**src/rtl/tea_key_loader.sv**
```systemverilog
// tea_key_loader
//   Assembles a 128-bit TEA key from a byte stream and presents it as four
//   32-bit round-key words. The key is frozen while an encryption runs
//   (i_calculate high while a full key is held).
//
//   Optional feature macro: TEA_KEY_CHECKSUM_EN
//     When defined, a 17th byte (XOR of the 16 key bytes) must follow the key
//     before it is declared valid; a mismatch discards the key and pulses
//     o_checksum_err for one cycle.
//
// Ports:
//   i_clk              clock, rising edge
//   i_rst_n            synchronous active-low reset
//   i_key_byte         key byte
//   i_key_byte_valid   i_key_byte presented this cycle
//   i_key_clear        synchronous clear request (ignored while locked)
//   i_calculate        encryptor run request
//   o_round_key_data   key words, byte k at word k/4, bits 8*(k%4) +: 8
//   o_round_key_valid  full key present
//   o_key_ready        a presented byte will be accepted
//   o_byte_count       bytes accepted into the current key (0..16)
//   o_overrun          sticky: a byte was dropped while locked
//   o_checksum_err     one-cycle checksum mismatch pulse (0 without macro)
module tea_key_loader #(
  parameter bit          CLEAR_ON_RELOAD = 1'b1,
  parameter int unsigned KEY_BYTES       = 16
) (
  input  logic             i_clk,
  input  logic             i_rst_n,
  input  logic [7:0]       i_key_byte,
  input  logic             i_key_byte_valid,
  input  logic             i_key_clear,
  input  logic             i_calculate,
  output logic [3:0][31:0] o_round_key_data,
  output logic             o_round_key_valid,
  output logic             o_key_ready,
  output logic [4:0]       o_byte_count,
  output logic             o_overrun,
  output logic             o_checksum_err
);

  typedef enum logic [2:0] {
    S_EMPTY,
    S_LOADING,
    S_VALID,
    S_LOCKED
`ifdef TEA_KEY_CHECKSUM_EN
    , S_CHECK
`endif
  } state_t;

  state_t       r_state, w_state_n;
  logic [127:0] r_key, w_key_n;
  logic [4:0]   r_count, w_count_n;
  logic         r_overrun, w_overrun_n;
  // Running XOR of the bytes of the key being loaded.
  logic [7:0]   r_xor, w_xor_n;
  logic [3:0]   w_idx;
  logic         w_last;

  assign w_idx  = r_count[3:0];
  assign w_last = (r_count == 5'(KEY_BYTES - 1));

`ifdef TEA_KEY_CHECKSUM_EN
  logic r_err, w_err_n;
`endif

  always_ff @(posedge i_clk) begin
    if (!i_rst_n) begin
      r_state   <= S_EMPTY;
      r_key     <= '0;
      r_count   <= '0;
      r_overrun <= 1'b0;
      r_xor     <= '0;
`ifdef TEA_KEY_CHECKSUM_EN
      r_err     <= 1'b0;
`endif
    end else begin
      r_state   <= w_state_n;
      r_key     <= w_key_n;
      r_count   <= w_count_n;
      r_overrun <= w_overrun_n;
      r_xor     <= w_xor_n;
`ifdef TEA_KEY_CHECKSUM_EN
      r_err     <= w_err_n;
`endif
    end
  end

  always_comb begin
    w_state_n   = r_state;
    w_key_n     = r_key;
    w_count_n   = r_count;
    w_overrun_n = r_overrun;
    w_xor_n     = r_xor;
`ifdef TEA_KEY_CHECKSUM_EN
    w_err_n     = 1'b0;
`endif

    if (r_state == S_LOCKED) begin
      // Clear is ignored here; only release of i_calculate leaves.
      if (i_key_byte_valid) w_overrun_n = 1'b1;
      if (!i_calculate)     w_state_n   = S_VALID;
    end else if (i_key_clear) begin
      w_state_n   = S_EMPTY;
      w_key_n     = '0;
      w_count_n   = '0;
      w_overrun_n = 1'b0;
      w_xor_n     = '0;
    end else begin
      case (r_state)
        S_EMPTY: begin
          if (i_key_byte_valid) begin
            w_key_n[7:0] = i_key_byte;
            w_count_n    = 5'd1;
            w_xor_n      = i_key_byte;
            w_state_n    = S_LOADING;
          end
        end
        S_LOADING: begin
          if (i_key_byte_valid) begin
            w_key_n[{w_idx, 3'b000} +: 8] = i_key_byte;
            w_count_n = r_count + 5'd1;
            w_xor_n   = r_xor ^ i_key_byte;
            if (w_last) begin
`ifdef TEA_KEY_CHECKSUM_EN
              w_state_n = S_CHECK;
`else
              w_state_n = S_VALID;
`endif
            end
          end
        end
        S_VALID: begin
          if (i_calculate) begin
            w_state_n = S_LOCKED;
            if (i_key_byte_valid) w_overrun_n = 1'b1;
          end else if (i_key_byte_valid) begin
            if (CLEAR_ON_RELOAD) w_key_n = '0;
            w_key_n[7:0] = i_key_byte;
            w_count_n    = 5'd1;
            w_xor_n      = i_key_byte;
            w_state_n    = S_LOADING;
          end
        end
`ifdef TEA_KEY_CHECKSUM_EN
        S_CHECK: begin
          if (i_key_byte_valid) begin
            if (i_key_byte == r_xor) begin
              w_state_n = S_VALID;
            end else begin
              w_state_n = S_EMPTY;
              w_key_n   = '0;
              w_count_n = '0;
              w_xor_n   = '0;
              w_err_n   = 1'b1;
            end
          end
        end
`endif
        default: w_state_n = S_EMPTY;
      endcase
    end
  end

  assign o_round_key_data  = r_key;
  assign o_round_key_valid = (r_state == S_VALID) || (r_state == S_LOCKED);
  assign o_key_ready       = (r_state != S_LOCKED);
  assign o_byte_count      = r_count;
  assign o_overrun         = r_overrun;
`ifdef TEA_KEY_CHECKSUM_EN
  assign o_checksum_err    = r_err;
`else
  assign o_checksum_err    = 1'b0;
`endif

endmodule

```
**config.mk**
```make
export PLATFORM = sky130hd
export DESIGN_NAME = tea_key_loader
export DESIGN_NICKNAME = d
export VERILOG_FILES = /design/src/rtl/tea_key_loader.sv
export SDC_FILE = /design/constraint.sdc
export NUM_CORES = 1
export LEC_CHECK = 0
export ABC_AREA = 1
export BUFFER_PORTS_ARGS = -buffer_cell sky130_fd_sc_hd__clkbuf_2
export CORE_ASPECT_RATIO = 0.6
export CORE_MARGIN = 1
export CORE_UTILIZATION = 55
export DETAILED_ROUTE_END_ITERATION = 12
export PLACE_DENSITY = 0.82
export SLEW_MARGIN = 20
export SYNTH_ARGS = -nofsm -noshare
export SYNTH_HDL_FRONTEND = slang
export SYNTH_SLANG_ARGS = --single-unit
```
**constraint.sdc**
```tcl
create_clock -name i_clk -period 5.6 [get_ports i_clk]
set_input_delay 1.12 -clock i_clk [delete_from_list [all_inputs] [get_ports i_clk]]
set_output_delay 1.12 -clock i_clk [all_outputs]
set_load 0.005 [all_outputs]
```
# After elaboration in Yosys (flattened, before gate mapping)
# Index checks and enable logic that the tools add are counted.
classes:
  add_sub_neg: 2
  eq_ne: 12
  n_shift: 2
  mux: 26
  bitwise: 1
  reduce_logical: 11
op_table:
  columns: ["operator", "count"]
  rows:
  - ["$mux W128", 4]
  - ["$pmux W120 S2", 1]
  - ["$bwmux W128", 1]
  - ["$shift A8 B9 Y128 const A", 1]
  - ["$shiftx A8 B9 Y128", 1]
  - ["$pmux W8 S3", 1]
  - ["$mux W3", 7]
  - ["$mux W5", 4]
  - ["$pmux W5 S3", 1]
  - ["$ne A3 B3 Y1 const B", 4]
  - ["$neg A7 Y9", 1]
  - ["$pmux W3 S3", 1]
  - ["$reduce_bool A3 Y1", 3]
  - ["$mux W8", 1]
  - ["$ne A4 B4 Y1 const B", 2]
  - ["$eq A3 B2 Y1 const B", 2]
  - ["$reduce_and A6 Y1", 1]
  - ["$add A5 B1 Y5 const B", 1]
  - ["$eq A5 B4 Y1 const B", 1]
  - ["$mux W1", 5]
  - ["$reduce_and A5 Y1", 1]
  - ["$reduce_and A4 Y1", 1]
  - ["$reduce_bool A4 Y1", 1]
  - ["$eq A3 B1 Y1 const B", 1]
  - ["other kinds (7)", 7]
totals:
  regBits: 137
  in_bits: 13
  output_inout_bits: 137
  elab_cells: 59

# Longest topological paths before layout
logic_depth:
  word_depth: 6
  depth_mapped: 13
  ltp_nobuf: 12

# Worst setup path after synthesis
# No wires, ideal clock.
synth_timing:
  path_type: "input -> register"
  from: "in i_key_clear"
  to: "reg r_key[50], in the netlist o_round_key_data[50]"
  arrival_ns: 2.114
  setup_slack_ns: 3.415
  cell_stages: 10
  path_buffers: 1
  path_cell_list: "nor2_1 -> nand3_1 -> nand2_1 -> inv_2 -> nand2_1 -> nor2_4 -> buf_2 -> nand2_1 -> nand2_1 -> a21oi_1"
synth_between:
  elab_chain_len: 2
  elab_cells_between_ends: 6
  cone_classes: "eq/ne: 3; mux: 1; reduce/logical: 2"
synth_lines:
  columns: ["item", "line_no", "text"]
  rows:
  - ["start, declared", "32", "input logic i_key_clear,"]
  - ["$ne A3 B3 Y1 (no source line) / $reduce_bool A3 Y1 (equally long branches)", null, null]
  - ["$reduce_and A5 Y1 (no source line)", null, null]
  - ["end signal, assigned", "80", "r_key <= w_key_n;"]
  - ["end, declared", "53", "logic [127:0] r_key, w_key_n;"]
# Several ways; a longest one is shown, not always the timed one.
# A chain may end at the register's enable or synchronous reset.

# Final worst setup path
layout_timing:
  from: "reg r_count[0], in the netlist o_byte_count[0]"
  to: "reg r_key[96], in the netlist o_round_key_data[96]"
layout_between:
  elab_chain_len: 6
  elab_cells_between_ends: 7
  cone_classes: "add/sub: 1; shift: 2; mux: 4"
layout_lines:
  columns: ["item", "line_no", "text"]
  rows:
  - ["start, declared", "54", "logic [4:0] r_count, w_count_n;"]
  - ["start signal, assigned", "81", "r_count <= w_count_n;"]
  - ["$neg A7 Y9 (*)", "122", "w_key_n[{w_idx, 3'b000} +: 8] = i_key_byte;"]
  - ["$shiftx A8 B9 Y128 / $shift A8 B9 Y128 (equally long branches)", "122", null]
  - ["$bwmux W128 (*)", "122", null]
  - ["$mux W128 (*)", "121", "if (i_key_byte_valid) begin"]
  - ["$pmux W120 S2 (*)", "111", "case (r_state)"]
  - ["$mux W128 (*)", "104", "end else if (i_key_clear) begin"]
# Every way passes the cells marked *; elsewhere a longest branch is shown, timed or not. The select of a mux whose other input is x is not followed.

==> out/metrics.cfg <==
[outcome]
status=complete, no violations

[setup_path]
crit_arrival_ns=3.61
critical_path.endpoint_type=flop
startpoint_type=flop
critPathKind=flop to flop
cp_max_fo=32
critPathRequiredTime_ns=5.95

[placement]
gp_congestion=0.9575
dpl_cell_area_um2=6641
io_buffers=148
dp_cells=1088
dp_hpwl_mm=12.55

[sta]
slew_headroom_pct=35.56
hold_viol_final=0
clock_skew_ns=0.005782
fmax_ghz=0.3071
worst_pin_slew_ns=0.9642
drv_slew=0
final.setup.tns_ns=0
fin_crit_sh_pct=58.15
finalSetupViolCount=0
period_minus_slack_ns=3.256
rsz0062_at_grt=no

[detailed_routing]
drc=0
wire_per_inst_um=15.83
drt_iter0_markers=724
drtAntennaViolNets=0
vias=6325
first_pass_iters=8
wirelength_mm=17.73
avgViaCountPerCell=5.647

[yosys]
synth.distinct_cells=26
yosysTopAreaCell=dfxtp_1
async_flop_share_pct=0
yosys.area_share.simple_pct=34.39
post_synth.cell_area_avg_um2=6.995
synth_mux_area_share_pct=0
yosys-top-cells-count=211 x nand2_1, 152 x nand3_1, 137 x dfxtp_1
synth_fa_ha_area_share_pct=1.061
synth_area_um2=5897
yosys_most_used_dff=dfxtp_1
ys_ff_latch=137
synthCells=843
synth-xor-area-share_pct=0
yosys-top-cells-area=dfxtp_1 47%, nand2_1 13%, nand3_1 13%
seq_area_frac_synth_pct=46.51
synth_edf_count=0
synth_most_common_cell=nand2_1
synth_top_family_by_area=simple AND/OR/NAND/NOR gates
synth-compound-area-share_pct=11.65
yosysWarnings=0
synth_top_area_share_pct=46.51

[grt]
overflow=0
grt_pass1_wl_mm=27.71
grtUsageTotal_pct=32.60
grt_pass1_vias=5313
antenna_found_initial=0
grt_max_degree=75

[floorplanning]
placementRows=28
die_x_um=135.7
io_pins=150
die_h_um=82.21
core_um2=10120
dieArea_um2=11150
initial_utilization_pct=58.24

[final_layout]
layout-drive-gt1-share_pct=20.10
final_cell_area_um2=7253
antennaDiodeCount=0
final_nets=990
fillCellCount=843
instances_no_fill=1120
area_delta_synth_final_pct=23.00

[clock_network]
cts-htree-levels=4
tritoncts=yes
clk_pin_slew_ns=0.06
clock_latency_ns=0.43
cts_resized=0
ctsLongestPathBuffers=2
ctsHoldBuffers=0
cts_sinks=137
cts_setup_buffers=0
cts_buffers=17
root_buffer=clkbuf_16

[pwr]
report.power.total_mw=2.315
p_per_area_nw_per_um2=319.2
ir_drop_mv=0.2338
leakage_nw=3.043

[hold_path]
hp-class=flop to flop

[run]
cap_violations=0

[report_power, final]
| group | internal [mW] | switching [mW] | total, mW | leakage [nW] |
|---|---|---|---|---|
| sequential | 0.982 | 0.00834 | 0.990 | 1.11 |
| combinational | 0.0362 | 0.128 | 0.164 | 1.64 |
| clock | 0.692 | 0.469 | 1.16 | 0.295 |
| total | 1.71 | 0.605 | 2.32 | 3.04 |
[sequential cells by signal, indices dropped and copies added (netlist names)]
| signal | count |
|---|---|
| r_state | 3 |
| o_byte_count | 5 |
| o_round_key_data | 128 |
| o_overrun | 1 |
[cells in the final DEF (no fill, tap or decap)]
cell,Yosys,final
a21oi_1,125,125
a21oi_2,1,1
buf_12,0,1
buf_4,7,2
bufinv_16,0,2
clkbuf_16,0,17
clkbuf_2,0,148
clkbuf_8,0,2
clkinv_1,2,2
clkinv_4,0,4
clkinvlp_4,0,2
conb_1,1,2
dfxtp_1,137,137
ha_1,5,5
inv_1,35,34
inv_2,8,9
inv_6,0,3
inv_8,0,2
nand2_1,211,211
nand2_2,1,1
nand3_1,152,152
nand3_2,1,1
nor2_1,93,93
nor2_2,1,1
nor2_4,1,1
nor3_1,15,15
nor3_2,1,1
nor3b_1,1,1
o211ai_1,1,1
o21ai_0,7,7
o21ai_1,2,2
[through the flow]
stage	worst slack, ns	hold WS, ns	utilization, %
floorplan	3.415	0.4574	-
global placement	2.248	0.4503	65.60
detailed placement	2.161	0.4527	65.60
CTS	2.452	0.4625	71.64
global route	2.128	0.4780	71.64
finish	2.344	0.4622	71.64
[area by class of cell]
cell class                 count  area [um2]  share of cell area, %
clock inverter                13       158.9                  2.191
tap                          135       168.9                  2.329
multi-input combinational    620        2785                  38.40
inverter                      45       168.9                  2.329
sequential                   137        2743                  37.81
clock buffer                  19       452.9                  6.245
timing repair buffer         151       775.7                  10.70
[worst max-delay path: stages (launching register included)]
cell	delay, ns
dfxtp_1	0.80
inv_2	0.17
ha_1	0.27
nand2_1	0.07
nand2_1	0.17
inv_1	0.17
nand2_1	0.56
nor3_1	0.59
nand3_1	0.17
a21oi_1	0.19
[logic make-up after synthesis]
| logic type | after synthesis |
|---|---|
| buffers and inverters | 87 |
| other | 1 |
| adder cells (fa/ha/maj) | 5 |
| flip-flops | 137 |
| AO/OA/AOI/OAI | 136 |
| AND/OR/NAND/NOR | 477 |
[routing by layer]
metal	global-route usage [%]	wire length, um
met1	50.13	8501
met2	43.47	6822
met3	8.669	2205
met5	0	0
met4	8.652	199
[path summary, 6_finish.rpt]
kind | endpoint | cells past startpoint | slack [ns] | from
max reg2reg | o_round_key_data[96] | 9 | 2.34 | o_byte_count[0]
min | o_round_key_data[9] | 2 | 0.46 | o_round_key_data[9]
max | o_round_key_data[96] | 9 | 2.34 | o_byte_count[0]
min reg2reg | o_round_key_data[9] | 2 | 0.46 | o_round_key_data[9]
No activity file was read; power rests on OpenSTA's default activity.
